[config.mk]
export PLATFORM = sky130hd
export DESIGN_NAME = serial_subtractor
export DESIGN_NICKNAME = d
export VERILOG_FILES = /design/src/rtl/serial_subtractor.sv
export SDC_FILE = /design/constraint.sdc
export NUM_CORES = 1
export LEC_CHECK = 0
export ABC_CLOCK_PERIOD_IN_PS = 2290
export BUFFER_PORTS_ARGS = -buffer_cell sky130_fd_sc_hd__clkbuf_2
export CORE_ASPECT_RATIO = 1.2
export CORE_UTILIZATION = 52
export CTS_CLUSTER_DIAMETER = 200
export DETAILED_ROUTE_END_ITERATION = 10
export GPL_TIMING_DRIVEN = 0
export PLACE_DENSITY = 0.77
export SLEW_MARGIN = 20
export SYNTH_ARGS = -nofsm -noshare
export SYNTH_HDL_FRONTEND = slang
export SYNTH_SLANG_ARGS = --single-unit
[constraint.sdc]
create_clock -name clk -period 2.29 [get_ports clk]
set_input_delay 0.1145 -clock clk [delete_from_list [all_inputs] [get_ports clk]]
set_output_delay 0.1145 -clock clk [all_outputs]
set_load 0.05 [all_outputs]
[src/rtl/serial_subtractor.sv]
`default_nettype none
// +----------------------------------------------------------------------------+
// | Module      : serial_subtractor                                            |
// | Description : Bit-serial LSB-first subtractor (a - b - borrow) built from  |
// |               one full-subtractor cell, with start/ready/done handshake.   |
// | Revision    : 1.0                                                          |
// +----------------------------------------------------------------------------+
module serial_subtractor #(
    parameter int WIDTH = 4
) (
    input  logic             clk,
    input  logic             rst_n,
    input  logic             start_in,
    input  logic [WIDTH-1:0] a_in,
    input  logic [WIDTH-1:0] b_in,
    input  logic             borrow_in,
    output logic             ready_out,
    output logic             done_out,
    output logic [WIDTH-1:0] diff_out,
    output logic             borrow_out,
    output logic             ovf_out,
    output logic             zero_out
);

    localparam int CNT_W = (WIDTH > 2) ? $clog2(WIDTH) : 1;
    localparam logic [CNT_W-1:0] LAST_BIT = CNT_W'(WIDTH - 1);

    typedef enum logic [0:0] {
        IDLE  = 1'b0,
        SHIFT = 1'b1
    } state_t;

    state_t             state_q, state_d;
    logic [WIDTH-1:0]   a_q, a_d;
    logic [WIDTH-1:0]   b_q, b_d;
    logic [WIDTH-1:0]   sh_q, sh_d;
    logic               br_q, br_d;
    logic [CNT_W-1:0]   cnt_q, cnt_d;
    logic               a_msb_q, a_msb_d;
    logic               b_msb_q, b_msb_d;
    logic [WIDTH-1:0]   diff_q, diff_d;
    logic               borrow_q, borrow_d;
    logic               ovf_q, ovf_d;
    logic               zero_q, zero_d;
    logic               done_q, done_d;

    logic               w_a;
    logic               w_b;
    logic               w_d;
    logic               w_br_next;
    logic [WIDTH-1:0]   w_sh_next;

    // Single full-subtractor cell operating on the current LSBs.
    assign w_a       = a_q[0];
    assign w_b       = b_q[0];
    assign w_d       = w_a ^ w_b ^ br_q;
    assign w_br_next = (~w_a & w_b) | (~(w_a ^ w_b) & br_q);
    assign w_sh_next = {w_d, sh_q[WIDTH-1:1]};

    always_comb begin
        state_d  = state_q;
        a_d      = a_q;
        b_d      = b_q;
        sh_d     = sh_q;
        br_d     = br_q;
        cnt_d    = cnt_q;
        a_msb_d  = a_msb_q;
        b_msb_d  = b_msb_q;
        diff_d   = diff_q;
        borrow_d = borrow_q;
        ovf_d    = ovf_q;
        zero_d   = zero_q;
        done_d   = 1'b0;

        case (state_q)
            IDLE: begin
                if (start_in) begin
                    a_d     = a_in;
                    b_d     = b_in;
                    br_d    = borrow_in;
                    sh_d    = '0;
                    cnt_d   = '0;
                    a_msb_d = a_in[WIDTH-1];
                    b_msb_d = b_in[WIDTH-1];
                    state_d = SHIFT;
                end
            end
            SHIFT: begin
                a_d   = a_q >> 1;
                b_d   = b_q >> 1;
                sh_d  = w_sh_next;
                br_d  = w_br_next;
                cnt_d = cnt_q + 1'b1;
                if (cnt_q == LAST_BIT) begin
                    // w_d here is the result MSB, which decides signed overflow.
                    diff_d   = w_sh_next;
                    borrow_d = w_br_next;
                    ovf_d    = (a_msb_q != b_msb_q) && (w_d != a_msb_q);
                    zero_d   = (w_sh_next == '0);
                    done_d   = 1'b1;
                    state_d  = IDLE;
                end
            end
            default: state_d = IDLE;
        endcase
    end

    always_ff @(posedge clk or negedge rst_n) begin
        if (!rst_n) begin
            state_q  <= IDLE;
            a_q      <= '0;
            b_q      <= '0;
            sh_q     <= '0;
            br_q     <= 1'b0;
            cnt_q    <= '0;
            a_msb_q  <= 1'b0;
            b_msb_q  <= 1'b0;
            diff_q   <= '0;
            borrow_q <= 1'b0;
            ovf_q    <= 1'b0;
            zero_q   <= 1'b0;
            done_q   <= 1'b0;
        end else begin
            state_q  <= state_d;
            a_q      <= a_d;
            b_q      <= b_d;
            sh_q     <= sh_d;
            br_q     <= br_d;
            cnt_q    <= cnt_d;
            a_msb_q  <= a_msb_d;
            b_msb_q  <= b_msb_d;
            diff_q   <= diff_d;
            borrow_q <= borrow_d;
            ovf_q    <= ovf_d;
            zero_q   <= zero_d;
            done_q   <= done_d;
        end
    end

    assign ready_out  = (state_q == IDLE);
    assign done_out   = done_q;
    assign diff_out   = diff_q;
    assign borrow_out = borrow_q;
    assign ovf_out    = ovf_q;
    assign zero_out   = zero_q;

endmodule
`default_nettype wire
[Yosys cells after proc, flatten, opt, wreduce, memory -nomap -nowiden]
Cells that the tools add are included.
W data, S select, Z words.
Storage, ports and cells
  register bits: 26
  bits of input ports: 12
  output and inout bits: 9
  word-level logic and storage cells: 45
Operators by class
  add/sub/neg operators: 1
  eq/ne operators: 4
  muxes and demuxes: 15
  bitwise gates (word level): 8
  reductions and logical operators: 4
Operators by type and width (number)
  $pmux W4 S2: 3
  $mux W4: 3
  $mux W1: 5
  $logic_not A4 Y1: 1
  $pmux W1 S2: 2
  $pmux W2 S2: 1
  $reduce_and A2 Y1: 2
  $not A1 Y1: 3
  $add A2 B1 Y2 const B: 1
  $and A1 B1 Y1: 2
  $eq A2 B2 Y1 const B: 1
  $mux W2: 1
  $ne A1 B1 Y1: 2
  $ne A2 B2 Y1 const B: 1
  $xor A1 B1 Y1: 2
  $logic_and A1 B1 Y1: 1
  $or A1 B1 Y1: 1

[Logic depth before layout (Yosys ltp)]
Gate-level depths: netlist of run 1.
  depth after elaboration: 5
  depth in mapped cells: 4
  depth with buffers taken out: 4

[Least setup slack after synthesis of run 1]
Ideal clock, no wire load.
  path kind: reg2reg
  start point: register a_q[0]
  end point: register ovf_q (netlist: ovf_out)
  library setup time: 82 ps
  arrival time: 1540 ps
  data required time: 2208 ps
  path slack: 668 ps
  stages on the path, launching flop included: 5
  path buffers: 0
  cells stage by stage: dfrtp_1 > inv_1 > fa_1 > or3b_2 > a31oi_1
Between the ends
  cells in the longest elaborated chain, start to end: 4
Ends and longest elaborated chain
  start, declared: RTL line 34  | logic [WIDTH-1:0] a_q, a_d;
  start signal, assigned: RTL line 111  | a_q <= '0;
  start signal, assigned: RTL line 125  | a_q <= a_d;
  $xor A1 B1 Y1 (2 in a row): RTL line 56  | assign w_d = w_a ^ w_b ^ br_q;
  $ne A1 B1 Y1: RTL line 98  | ovf_d = (a_msb_q != b_msb_q) && (w_d != a_msb_q);
  $logic_and A1 B1 Y1: RTL line 98
  end signal, assigned: RTL line 134  | ovf_q <= ovf_d;
  end, declared: RTL line 43  | logic ovf_q, ovf_d;
No other way between the ends.
A chain may end at the register's enable or synchronous reset.

[Final worst setup path of run 1]
Same ends and word-level chain as after synthesis.

==> flow_summary_export.csv, run 1 <==
group,metric,value,unit
route,dr.pass1.iters,7,
setup_path,r2r_slack,0.54,ns
setup_path,rr_worst_depth,4,
cts,cts_tree,"yes",
floorplan,core-area,1890,sq um
layout,fin_nets,129,
layout,final_cell_area,1250,sq um
timing,fmax,572,MHz
setup_path,crit_path_start,"a_q[0]",
setup_path,required,2.55,ns
layout,drive_above_1_share,33.6,%
cts,clk_path_buf_depth,2,
pwr,combPwrFrac,47.2,%
synth,synth_warnings,0,
floorplan,die_h,52.1,um
route,met2_length,1010,um
pwr,sw_frac_of_total,44.0,%
cts,postCtsSetupBuffers,0,
synth,synth_area,1090,sq um
cts,cts_num_sinks,25,
grt,grt_pass1_wl,3300,um
setup_path,arrival,2.01,ns
floorplan,initial_core_util,57.4,%
route,wl_met1,748,um
synth,synth_top_area_cell,"dfrtp_1",
cts,h-tree-depth,1,
route,drc,1,
timing,maxSlewViolCount,0,
grt,overflow,0,
synth,yosysSeqAreaShare,57.6,%
setup_path,worst_path_max_delay_cell,"fa_1",
placement,placed_cells,127,
synth,async_reset_ff_share,100,%
layout,mostFrequentLayoutCells,"dfrtp_1 (25), clkbuf_2 (21), mux2i_1 (11)",
timing,rsz0062_at_grt,"false",
pwr,peakVddDrop,887,uV
synth,avgSynthCellArea,12.3,sq um
cts,clock_latency,0.33,ns
route,ant_nets,0,
route,vias,720,
route,top_layer,"met4",
synth,synth_edf_count,0,
floorplan,dieArea,2280,sq um
timing,slew_headroom,60.1,%
setup_path,path_cells,"inv_1 > fa_1 > or3b_2 > a31oi_1",
synth,synth_cell_types,22,
worst_hold_path,min-delay-start,"a_in[3]",
run_status,status,"complete, but fails checks",
pwr,powerDensity,1440,nW/um^2
timing,finalSetupViolCount,0,
pwr,seqPwrFrac,41.7,%
setup_path,critPathKind,"reg -> reg",
route,avgViaCountPerCell,5.45,
cts,ctsHoldBuffers,1,
layout,syn_to_final_growth,14.9,%
setup_path,cp_max_fo,3,
worst_hold_path,hold_path.class,"in -> reg",
floorplan,die_x,43.7,um
pwr,p_leak,0.641,nW
timing,hold_viol_final,0,
route,wirelength,1860,um
timing,final.setup_skew,0.00239,ns
timing,min_period_over_period,76.3,%
synth,synth_ff_type,"dfrtp_1",
worst_hold_path,hold_depth,2,
floorplan,rows,17,
synth,ys_seq_elements,25,
layout,final_cells,132,
cts,clockRootBuffer,"clkbuf_4",
pwr,p_int,0.00101,W
flow_run,maxCapViolations,0,
setup_path,timing.rr.end,"ovf_out",
cts,cts_buffers,3,
synth,netlist_top_cells_area,"dfrtp_1 (58%), mux2i_1 (10%), mux2_2 (7.3%)",
placement,place_area,1210,sq um
run_status,violations,"DRC",
route,dr_wl_met3,50,um
setup_path,cp-endpoint,"ovf_out",
cts,clk_pin_slew,0.13,ns
grt,grt_pass1_vias,744,
placement,portBuffers,20,
setup_path,r2r-start,"a_q[0]",
grt,antenna_found_initial,0,
pwr,clkPwrFrac,11.2,%
synth,synthesis.nets,103,
floorplan,ios,21,
setup_path,cp-start-kind,"flip-flop",
placement,gp_congestion,0.690,
synth,synth_top_area_share,57.6,%
timing,worstMarginPinSlew,0.599,ns
pwr,switching_power,0.000792,W
route,wire_per_inst,14.1,um
layout,layout_commonest_cell,"dfrtp_1",
setup_path,end_kind,"flip-flop",
grt,grt_max_degree,26,
timing,min_period,1.75,ns
setup_path,slowest_delay,0.53,ns
layout,n_antenna_cell,0,
pwr,power,0.00180,W
cts,cts_resized,0,
route,drt_iter0_markers,2,
grt,grt_usage,20.8,%
timing,finalSetupTns,0,ns
synth,synthesis.instances,88,
placement,dp_hpwl,1380,um
[synthesized netlist by cell type (2+ instances only)]
cell,number
nor2_1,3
dfrtp_1,25
inv_1,6
o21ai_0,5
buf_2,2
mux2i_1,11
o21ai_1,4
or3b_2,2
mux2_2,7
nand2b_1,3
nand2_1,7
a22o_1,2
fa_1,2
[power groups by stage]
stage                     combinational, W  sequential, W  clock (W)
after CTS                         0.000862       0.000754   0.000211
after detailed placement          0.000857       0.000765          0
after global routing              0.000936       0.000780   0.000222
after global placement            0.000832       0.000751          0
after floorplan                   0.000455       0.000947          0
final                             0.000849       0.000750   0.000201
[metrics by stage]
stage / worst slack [ns] / util [%] / hold slack [ns]
final: 0.543 / 65.9 / 0.0352
after global routing: 0.426 / 65.9 / 0.0182
after CTS: 0.522 / 65.9 / 0.0249
after detailed placement: 0.552 / 63.9 / 0.154
after global placement: 0.585 / 63.9 / 0.146
after floorplan: 0.668 / - / -0.181
[cells by family (layout without fill, tap and decap cells)]
kind of cell    count (synthesis)  count (layout)  synth area share, %
flops                          25              25                 57.6
mux                            18              18                 17.4
simple gates                   18              18                 8.64
compound gates                 14              14                 7.37
buf+inv                        10              35                 4.15
fa+ha+maj                       3               3                 4.84
[routing by layer]
layer | GRT usage, % | up-vias
li1 | - | 348
met1 | 22.2 | 350
met2 | 37.1 | 17
met3 | 3.13 | 5
met4 | 14.1 | 0
met5 | 0 | -
[worst max-delay path: cells and delay by family (launching register included)]
kind,cells,cell delay [ns]
AO/OA/AOI/OAI,1,0.16
adder cells (fa/ha/maj),1,0.53
buffers and inverters,1,0.08
flip-flops,1,0.43
AND/OR/NAND/NOR,1,0.48
[cell type report]
class                   count  area [sq um]
repair buffers             21           110
plain buffers               4          22.5
inverters                   6          22.5
fillers                   157           646
clock inverters             1          5.00
multi-input cells          53           415
clock buffers               3          22.5
well taps                  19          23.8
flip-flops and latches     25           626
[worst min-delay path by stage]
stage	endpoint
6_report	a_msb_q
5_1_grt	a_msb_q
4_1_cts	a_msb_q
3_5_place_dp	diff_out[2]
3_3_place_gp	diff_out[3]
2_1_floorplan	a_msb_q
[state kept, by name (all words and copies together), names as in the netlist]
register	count
borrow_out	1
a_q	4
diff_out	4
state_q	1
br_q	1
b_msb_q	1
done_out	1
cnt_q	2
b_q	4
zero_out	1
a_msb_q	1
ovf_out	1
sh_q	3
Note: power is estimated with default switching activity, not from simulation.
==> run 2: changes to the inputs <==
ABC_CLOCK_PERIOD_IN_PS = 1550   (was 2290)
CORE_UTILIZATION = 47   (was 52)
PLACE_DENSITY = 0.73   (was 0.77)
clock period = 1.55 ns   (was 2.29 ns; I/O delays follow)
==> run 2 against run 1 <==
Compared with the run above: the flow finishes with violations (setup timing); maximum frequency rose by 12%; total power rose by 59%; count of clock-buffer cells in the layout did not move; critical endpoint unchanged.
==> flow_summary_export.csv, run 2 (synthesis results as in run 1) <==
group,metric,value,unit
setup_path,cp_max_fo,2,
worst_hold_path,hold_path.class,"in -> reg",
route,wire_per_inst,13.0,um
cts,clk_pin_slew,0.13,ns
route,top_layer,"met4",
setup_path,required,1.81,ns
run_status,status,"complete, but fails checks",
pwr,p_int,0.00163,W
setup_path,critPathTopFamily,"adder cells",
route,wirelength,1930,um
route,drt_iter0_markers,0,
route,dr.pass1.iters,1,
cts,clock_latency,0.32,ns
route,drc,0,
route,ant_nets,0,
route,avgViaCountPerCell,5.03,
setup_path,rr_worst_depth,4,
cts,clockRootBuffer,"clkbuf_4",
floorplan,die_x,45.9,um
route,met2_length,970,um
cts,h-tree-depth,1,
grt,grt_pass1_wl,3190,um
floorplan,core-area,2120,sq um
floorplan,ios,21,
setup_path,slowest_delay,0.51,ns
pwr,combPwrFrac,51.0,%
layout,n_antenna_cell,0,
grt,grt_pass1_vias,735,
floorplan,rows,18,
timing,maxSlewViolCount,0,
pwr,sw_frac_of_total,43.2,%
layout,nFillCells,197,
setup_path,arrival,1.82,ns
pwr,p_leak,0.670,nW
layout,fin_nets,134,
setup_path,crit_buf_inv,1,
route,vias,745,
timing,slew_headroom,58.4,%
floorplan,initial_core_util,51.3,%
worst_hold_path,min-delay-start,"a_in[1]",
pwr,powerDensity,2150,nW/um^2
layout,drive_above_1_share,39.0,%
pwr,clkPwrFrac,10.2,%
timing,min_period,1.57,ns
pwr,switching_power,0.00124,W
run_status,violations,"setup timing",
cts,cts_tree,"yes",
grt,grt_max_degree,26,
setup_path,r2r-start,"a_q[0]",
grt,grt_usage,18.5,%
timing,hold_ws,0.0280,ns
worst_hold_path,hold_depth,3,
placement,gp_congestion,0.741,
setup_path,cp-start-kind,"flip-flop",
floorplan,dieArea,2510,sq um
placement,pre_cts_ws,-0.0992,ns
placement,place_area,1220,sq um
flow_run,maxCapViolations,0,
cts,cts_buffers,3,
cts,clk_path_buf_depth,2,
setup_path,path_cells,"inv_2 > fa_1 > or3b_4 > a31oi_2",
route,dr_wl_met3,56,um
floorplan,die_h,54.7,um
setup_path,end_kind,"flip-flop",
timing,hold_viol_final,0,
placement,dp_hpwl,1340,um
layout,layout_commonest_cell,"dfrtp_1",
grt,overflow,0,
timing,min_period_over_period,101,%
timing,worstMarginPinSlew,0.624,ns
setup_path,worst_path_max_delay_cell,"fa_1",
placement,portBuffers,20,
grt,antenna_found_initial,0,
layout,mostFrequentLayoutCells,"dfrtp_1 (25), clkbuf_2 (20), mux2i_1 (11)",
route,wl_met1,865,um
worst_hold_path,hold_end,"a_q[1]",
pwr,peakVddDrop,916,uV
setup_path,critPathKind,"reg -> reg",
setup_path,crit_path_start,"a_q[0]",
setup_path,r2r_slack,-0.02,ns
layout,syn_to_final_growth,22.9,%
timing,fmax,639,MHz
timing,rsz0062_at_grt,"true",
timing,finalSetupViolCount,1,
timing,setup_ws,-0.0160,ns
pwr,seqPwrFrac,38.8,%
layout,final_cells,148,
layout,final_cell_area,1340,sq um
placement,placed_cells,138,
timing,final.setup_skew,0.00196,ns
setup_path,timing.rr.end,"ovf_out",
cts,cts_num_sinks,25,
## run 2: changes by cell type in the layout (fill, tap and decap cells not counted), sizes merged
cell / before / now
dlygate4sd3: 1 / 3
buf: 3 / 6
## run 2: layout make-up
| type | count | area [sq um] | area share [%] |
|---|---|---|---|
| clock buffers | 3 | 22.5 | 1.69 |
| plain buffers | 4 | 22.5 | 1.69 |
| clock inverters | 1 | 5.00 | 0.375 |
| inverters | 6 | 22.5 | 1.69 |
| repair buffers | 26 | 165 | 12.4 |
| well taps | 30 | 37.5 | 2.81 |
| flip-flops and latches | 25 | 626 | 46.9 |
| multi-input cells | 53 | 434 | 32.5 |
## run 2: through the flow
step                      util [%]  setup TNS, ns  power, W
after global placement        57.8        -0.0795   0.00234
after CTS                     62.1        -0.0214   0.00282
final                         63.1        -0.0160   0.00287
after floorplan                  -              0   0.00207
after detailed placement      57.8        -0.0992   0.00239
after global routing          63.1        -0.0754   0.00306
## run 2: worst min-delay path: stages
cell and delay [ns]:
clkbuf_2 0.08, mux2i_1 0.06, o21ai_1 0.11
## run 2: worst max path at each step
stage               slack [ns]  depth (start not counted)  endpoint
detailed placement        -0.1                          4   ovf_out
finish                   -0.02                          4   ovf_out
CTS                      -0.02                          4   ovf_out
global placement         -0.08                          4   ovf_out
global route             -0.05                          4   ovf_out
floorplan                0.001                          3   ovf_out
## run 2: power by group through the flow
stage	clock network, W	logic [W]	registers [W]
5_1_grt	0.000328	0.00158	0.00115
3_3_place_gp	0	0.00123	0.00111
3_5_place_dp	0	0.00126	0.00113
2_1_floorplan	0	0.000670	0.00140
6_report	0.000292	0.00146	0.00111
4_1_cts	0.000303	0.00141	0.00110
## run 2: what timing repair did
item / in CTS / in global routing
hold buffers: 3 / 0
resized for setup: 4 / 6
endpoints found under the setup margin: 2 / 3
hold endpoints to repair: 27 / 0
setup buffers: 3 / 0
pin swaps: 3 / 2
## run 2: per-layer routing
metal	vias up	GRT usage, %
met3	4	2.97
met5	-	0
met2	16	29.8
met4	0	8.82
met1	363	23.9
li1	362	-
==> run 3: changes to the inputs <==
ABC_AREA = 1   (was unset)
CORE_UTILIZATION = 48   (was 47)
PLACE_DENSITY = 0.74   (was 0.73)
==> run 3 against run 2 <==
Compared with the run above: the flow now finishes without violations; synthesized area increased by 7.1%; routed wire length increased by 9.9%; non-clock buffer count increased by 5; count of clock-buffer cells in the layout increased by 1; largest cell class unchanged; total power decreased by 2.0%; maximum frequency increased by 8.8%; register-to-register slack improved by 0.16 ns; final area increased by 7.6%; critical path type is now reg -> out; via count increased by 13%.
==> flow_summary_export.csv, run 3 <==
group,metric,value,unit
layout,syn_to_final_growth,23.4,%
worst_hold_path,min-delay-start,"start_in",
synth,synth_top_area_share,53.8,%
setup_path,r2r_slack,0.14,ns
timing,hold_ws,0.157,ns
setup_path,rr_worst_depth,6,
cts,cts_num_sinks,25,
layout,fin_nets,163,
timing,worstMarginPinSlew,0.624,ns
flow_run,maxCapViolations,0,
floorplan,die_x,46.9,um
grt,grt_max_degree,26,
synth,async_reset_ff_share,100,%
route,ant_nets,0,
timing,finalSetupViolCount,0,
timing,finalSetupTns,0,ns
setup_path,cp_max_fo,9,
layout,nFillCells,215,
setup_path,worst_path_max_delay_cell,"dfrtp_1",
timing,hold_viol_final,0,
setup_path,end_kind,"primary output",
worst_hold_path,hold_depth,5,
synth,synth_ff_type,"dfrtp_1",
timing,final.setup_skew,0.00495,ns
cts,clk_path_buf_depth,2,
grt,antenna_found_initial,0,
route,wire_per_inst,11.9,um
placement,gp_congestion,0.718,
placement,portBuffers,20,
worst_hold_path,hold_end,"b_msb_q",
layout,mostFrequentLayoutCells,"nand2_1 (25), dfrtp_1 (25), clkbuf_2 (20)",
floorplan,dieArea,2630,sq um
route,wirelength,2120,um
floorplan,rows,19,
route,dr.pass1.iters,4,
route,vias,843,
synth,ys_seq_elements,25,
floorplan,initial_core_util,51.0,%
floorplan,core-area,2280,sq um
synth,yosysSeqAreaShare,53.8,%
placement,dp_hpwl,1430,um
route,drt_iter0_markers,7,
worst_hold_path,hold_path.class,"in -> reg",
run_status,status,"finished, final reports clean",
setup_path,critPathTopFamily,"buffers and inverters",
floorplan,ios,21,
setup_path,slowest_delay,0.40,ns
timing,min_period_over_period,92.8,%
setup_path,cp-start-kind,"flip-flop",
cts,clock_latency,0.31,ns
synth,synth_cell_types,16,
cts,h-tree-depth,1,
cts,clk_pin_slew,0.13,ns
timing,slew_headroom,58.4,%
synth,yosys-top-cells-count,"dfrtp_1 (25), nand2_1 (25), inv_1 (15), nand2_2 (10), o21ai_2 (7)",
synth,synth_top_area_cell,"dfrtp_1",
layout,drive_above_1_share,37.4,%
synth,synthesis.nets,127,
setup_path,r2r-start,"br_q",
pwr,peakVddDrop,1020,uV
setup_path,arrival,1.36,ns
layout,n_antenna_cell,0,
cts,cts_tree,"yes",
grt,grt_usage,19.4,%
setup_path,path_cells,"buf_6 > inv_2 > clkbuf_2",
pwr,powerDensity,1960,nW/um^2
floorplan,die_h,55.9,um
setup_path,critPathKind,"reg -> out",
timing,rsz0062_at_grt,"false",
route,drc,0,
grt,overflow,0,
synth,synthesis.instances,112,
pwr,p_leak,0.749,nW
route,avgViaCountPerCell,4.74,
cts,cts_buffers,3,
timing,min_period,1.44,ns
synth,synth_area,1160,sq um
cts,clockRootBuffer,"clkbuf_4",
synth,avgSynthCellArea,10.4,sq um
cts,cts_resized,0,
synth,synth_warnings,0,
grt,grt_pass1_wl,3610,um
synth,synth_edf_count,0,
timing,maxSlewViolCount,0,
setup_path,crit_buf_inv,3,
timing,fmax,695,MHz
setup_path,required,1.47,ns
synth,netlist_top_cells_area,"dfrtp_1 (54%), nand2_1 (8.1%), nand2_2 (5.4%)",
setup_path,timing.rr.end,"ovf_out",
grt,grt_pass1_vias,829,
## run 3: changes by cell type in the layout (fill, tap and decap cells not counted), sizes merged, moves of 2 or more
| cell | change |
|---|---|
| nand2 | +27 |
| mux2i | -11 |
| inv | +10 |
| dlygate4sd3 | +7 |
| mux2 | -7 |
| nand3 | +7 |
| nor2 | +4 |
| nand2b | -3 |
| o211ai | +3 |
| a22o | -2 |
| o22ai | +2 |
| or3b | -2 |
## run 3: where the power goes
| part | internal (W) | switching (W) |
|---|---|---|
| Sequential | 0.000920 | 0.000164 |
| Combinational | 0.000496 | 0.000943 |
| Clock | 0.000101 | 0.000190 |
## run 3: layout make-up
type / count / area, sq um / share of cell area [%]
buffer: 4 / 45.0 / 3.14
clock buffer: 4 / 26.3 / 1.83
inverter: 16 / 60.1 / 4.18
multi-input combinational: 67 / 433 / 30.1
sequential: 25 / 626 / 43.6
tap: 31 / 38.8 / 2.70
timing repair buffer: 31 / 208 / 14.5
## run 3: repair_timing
item | in CTS | in global routing
hold buffers | 10 | 0
buffers inserted | 0 | 1
endpoints found under the hold margin | 35 | 0
endpoints found under the setup margin | 0 | 1
## run 3: logic make-up (layout without fill, tap and decap cells)
logic type / Yosys count / in the layout / share of synthesized area (%)
AO/OA/AOI/OAI: 15 / 15 / 11.0
buffers and inverters: 20 / 55 / 9.03
AND/OR/NAND/NOR: 49 / 49 / 21.7
flip-flops: 25 / 25 / 53.8
adder cells (fa/ha/maj): 3 / 3 / 4.52
## run 3: metrics by stage
stage,cells,area [sq um],setup slack (ns),total power [W],util (%)
5_1_grt,178,1440,0.0329,0.00306,62.9
6_report,178,1440,0.111,0.00281,62.9
3_5_place_dp,163,1300,0.0940,0.00251,57.1
2_1_floorplan,112,1160,0.200,0.00220,-
3_3_place_gp,163,1300,0.117,0.00245,57.1
4_1_cts,177,1430,0.0682,0.00282,62.6
## run 3: worst max path at each step
stage / start / to / slack [ns] / depth (start not counted)
floorplan: a_q[0] / ovf_out / 0.20 / 7
global placement: a_q[0] / ovf_out / 0.12 / 7
detailed placement: a_q[0] / ovf_out / 0.09 / 7
CTS: a_q[0] / ovf_out / 0.07 / 7
global route: state_q / ready_out / 0.03 / 3
finish: state_q / ready_out / 0.11 / 3
## run 3: worst reg2reg max path, stage by stage, from the launching register on
cell     delay [ns]
dfrtp_1        0.44
fa_1           0.61
inv_1          0.05
nand3_1        0.07
nand2_1        0.06
nand2_1        0.05
nand2_1        0.04
## run 3: layer usage
layer	global-route usage (%)	vias up	part of all wire, %	wire (um)
li1	-	418	-	-
met2	32.9	20	55	1160
met1	24.3	401	41	867
met4	6.12	0	1.1	24
met5	0	-	0	0
met3	2.92	4	2.8	59
